File: config.mk
export PLATFORM = sky130hd
export DESIGN_NAME = jk_bank
export DESIGN_NICKNAME = d
export VERILOG_FILES = /design/src/rtl/jk_bank.sv
export SDC_FILE = /design/constraint.sdc
export NUM_CORES = 1
export LEC_CHECK = 0
export CORE_AREA = 5 5 49 51
export CTS_CLUSTER_DIAMETER = 150
export DETAILED_ROUTE_END_ITERATION = 7
export DIE_AREA = 0 0 54 56
export PLACE_DENSITY_LB_ADDON = 0.3
export SLEW_MARGIN = 40
export SYNTH_ARGS = -nofsm -noshare
export SYNTH_HDL_FRONTEND = slang
export SYNTH_SLANG_ARGS = --single-unit
File: constraint.sdc
create_clock -name clk -period 2.2 [get_ports clk]
set_input_delay 0.55 -clock clk [delete_from_list [all_inputs] [get_ports clk]]
set_output_delay 0.55 -clock clk [all_outputs]
set_load 0.02 [all_outputs]
File: src/rtl/jk_bank.sv
// WIDTH-channel JK register bank with per-cycle JK / T / D / up-down count modes,
// clock enable, complementary outputs, a registered change flag and a terminal-count flag.
module jk_bank #(
    parameter int               WIDTH     = 4,
    parameter logic [WIDTH-1:0] RESET_VAL = {WIDTH{1'b0}}
) (
    input  logic             clk,
    input  logic             rst_n,
    input  logic             en,
    input  logic [1:0]       mode,
    input  logic [WIDTH-1:0] j,
    input  logic [WIDTH-1:0] k,
    output logic [WIDTH-1:0] q,
    output logic [WIDTH-1:0] qn,
    output logic             chg,
    output logic             tc
);

    typedef enum logic [1:0] {
        MODE_JK    = 2'd0,
        MODE_T     = 2'd1,
        MODE_D     = 2'd2,
        MODE_COUNT = 2'd3
    } mode_t;

    mode_t            mode_sel;
    logic [WIDTH-1:0] q_next;
    logic             cnt_up;
    logic             cnt_dn;
    logic             cnt_clr;

    assign mode_sel = mode_t'(mode);

    // Counting is steered only by channel 0's control pair.
    assign cnt_up  =  j[0] & ~k[0];
    assign cnt_dn  = ~j[0] &  k[0];
    assign cnt_clr =  j[0] &  k[0];

    // NOTE: every variable driven here gets a default first so no path leaves it unassigned (no latch).
    always_comb begin
        q_next = q;
        unique case (mode_sel)
            MODE_JK: begin
                for (int i = 0; i < WIDTH; i++) begin
                    unique case ({j[i], k[i]})
                        2'b10:   q_next[i] = 1'b1;
                        2'b01:   q_next[i] = 1'b0;
                        2'b11:   q_next[i] = ~q[i];
                        default: q_next[i] = q[i];
                    endcase
                end
            end
            MODE_T:  q_next = q ^ j;
            MODE_D:  q_next = j;
            MODE_COUNT: begin
                if (cnt_up)
                    q_next = q + WIDTH'(1);
                else if (cnt_dn)
                    q_next = q - WIDTH'(1);
                else if (cnt_clr)
                    q_next = '0;   // clears to zero, deliberately not RESET_VAL
                else
                    q_next = q;
            end
            default: q_next = q;
        endcase
    end

    // NOTE: state registers use non-blocking assignments so all flops update together at the edge.
    always_ff @(posedge clk or negedge rst_n) begin
        if (!rst_n) begin
            q   <= RESET_VAL;
            chg <= 1'b0;
        end else if (en) begin
            q   <= q_next;
            chg <= (q_next != q);
        end else begin
            chg <= 1'b0;
        end
    end

    assign qn = ~q;

    // Flags the edge that would carry or borrow out; independent of en.
    assign tc = (mode_sel == MODE_COUNT) &
                ((cnt_up & (&q)) | (cnt_dn & ~(|q)));

endmodule

==> results.cfg <==
[global_routing]
overflow = 0
grt_pass1_vias = 893
antenna_found_initial = 0
track_usage = 0.179
grt_max_degree = 27
grt_pass1_wl_mm = 4.05

[floorplan]
start_util = 0.443
dieArea_mm2 = 0.00302
core-area_mm2 = 0.00190
die_y_um = 56
die_x_um = 54
ios = 23
rows = 16

[sta]
setup_viol = 0
timing.final.crit_share = 0.938
tightest_slew_ps = 352
maxSlewHeadroom = 0.764
fin_setup_tns_ps = 0
fin_worst_skew_ps = 3.44
finalHoldViolCount = 0
max_freq_mhz = 484
maxSlewViolCount = 0
timing.final.crit_period_ps = 2060
worst_slack_ps = 136
rsz0062_at_grt = false
fin_hold_ws_ps = 512

[synthesis]
synthArstFlopShare = 1.00
avgSynthCellArea_um2 = 7.53
syn_nets = 128
synthesis.area_um2 = 843
ys_seq_area_frac = 0.148
synthCells = 112
synth-edff-count = 0
synth-main-ff-cell = dfrtp_1
synth_cell_types = 47
yosys_warnings = 0
ys_ff_latch = 5

[routing]
routed_wl_mm = 2.46
first_iter_violations = 24
drtAntennaViolNets = 0
drc = 0
num_vias = 975
dr.pass1.iters = 4
vias_per_cell = 5.64
wl_per_cell_um = 14.2

[placement]
hpwl_mm = 1.89
place_area_mm2 = 0.00118
io_buffers = 22
place_inst = 169
gp_congestion = 0.899
pre_cts_ws_ps = -449

[cells_and_area]
stdcell_area_mm2 = 0.00121
utilization = 0.639
mostFrequentLayoutCells = buf_4, clkdlybuf4s50_1, a21oi_1
drive_gt1_frac = 0.205
layout_commonest_cell = buf_4
diodes = 0
layout.nets = 163
stdcell_count = 173
area_growth_pct = 44.1

[flow_run]
maxCapViolations = 0

[critical_path]
r2r-start = q[0]
ff2ff_path_depth = 6
startpoint_type = input port
worstPathArrival_ps = 2210
critPathMaxFanout = 4
r2r_end = chg
worstPathRequired_ps = 2350
endpoint_kind = register
timing.reg2reg.setup_slack_ps = 400
path_class = input port to register

[clocking]
clockRootBuffer = clkbuf_4
cts_tree = built
path_clk_slew_ps = 50
cts-buffers-inserted = 3
clk_path_buf_depth = 2
worstSkewPairLatency_ps = 250
cts_htree_levels = 1
cts_sinks = 5

[power]
peakVddDrop_v = 0.000393
total_power_uw = 687
power_density_mw_per_mm2 = 565
power.leakage_nw = 0.541

[worst_hold_path]
hold_path.class = input port to asynchronous set/reset pin

[outcome]
status = completed
power by group:
group / leakage, nW / total (mW) / internal, mW / switching, mW
clock network: 0.0177 / 0.110 / 0.0661 / 0.0438
logic: 0.466 / 0.454 / 0.218 / 0.236
registers: 0.0575 / 0.123 / 0.109 / 0.0135
worst max-delay path: stages:
cell and delay (ps):
clkdlybuf4s50_1 490, nand2_2 80, buf_4 150, or4b_1 500, a21oi_1 140, o31ai_1 90, a31oi_1 220
final cells by class:
class                           count  area, um2
Clock inverter                      1       5.00
Inverter                            9       33.8
Fill cell                         168        687
Multi-Input combinational cell     86        622
Timing Repair Buffer               42        373
Clock buffer                        3       22.5
Sequential cell                     5        125
Tap cell                           27       33.8
how the worst max path moves through the flow:
| stage | from | endpoint | cells after the start |
|---|---|---|---|
| global route | mode[0] | chg | 7 |
| CTS | j[0] | tc | 5 |
| global placement | j[0] | tc | 5 |
| floorplan | q[1] | chg | 7 |
| detailed placement | j[0] | tc | 5 |
| finish | mode[1] | chg | 7 |
registers in the layout, indices dropped and copies added, names as in the netlist:
register / cells
q: 4
chg: 1
cells in the mapped netlist, types with 2 or more instances:
library cell	count	area share
a211oi_1	2	0.018
a21oi_1	11	0.065
a31oi_1	3	0.022
and3b_1	3	0.031
buf_2	8	0.047
clkbuf_1	2	0.0089
dfrtp_1	5	0.15
ha_1	3	0.045
inv_1	9	0.040
mux2i_1	4	0.047
nand2_1	3	0.013
nand2b_1	2	0.015
nand3_1	4	0.024
nand3b_1	2	0.018
nand4_1	3	0.022
nor2_1	6	0.027
nor2b_1	3	0.022
nor3_1	2	0.012
nor4_1	3	0.022
o2111ai_1	3	0.031
o21ai_0	4	0.024
o32ai_1	2	0.021
timing repair:
| item | CTS | global route |
|---|---|---|
| gates resized for setup | 5 | 3 |
| buffers inserted | 0 | 0 |
| hold buffers | 0 | 0 |
| endpoints found under the setup margin | 1 | 1 |
routing by layer:
layer / track usage / routed length (um)
met1: 0.241 / 1060
met2: 0.258 / 1180
met3: 0.0349 / 128
met4: 0.0996 / 93
met5: 0 / 0
logic make-up (layout without fill, tap and decap cells):
family / after synthesis / after routing / synth area share
muxes: 6 / 6 / 0.0742
buffers and inverters: 21 / 55 / 0.119
adders and majority gates: 3 / 3 / 0.0445
and+or+nand+nor: 37 / 37 / 0.282
DFF: 5 / 5 / 0.148
xor gates and xnor gates: 2 / 2 / 0.0208
AOI/OAI and AO/OA: 38 / 38 / 0.312
Note: power is estimated with default switching activity, not from simulation.
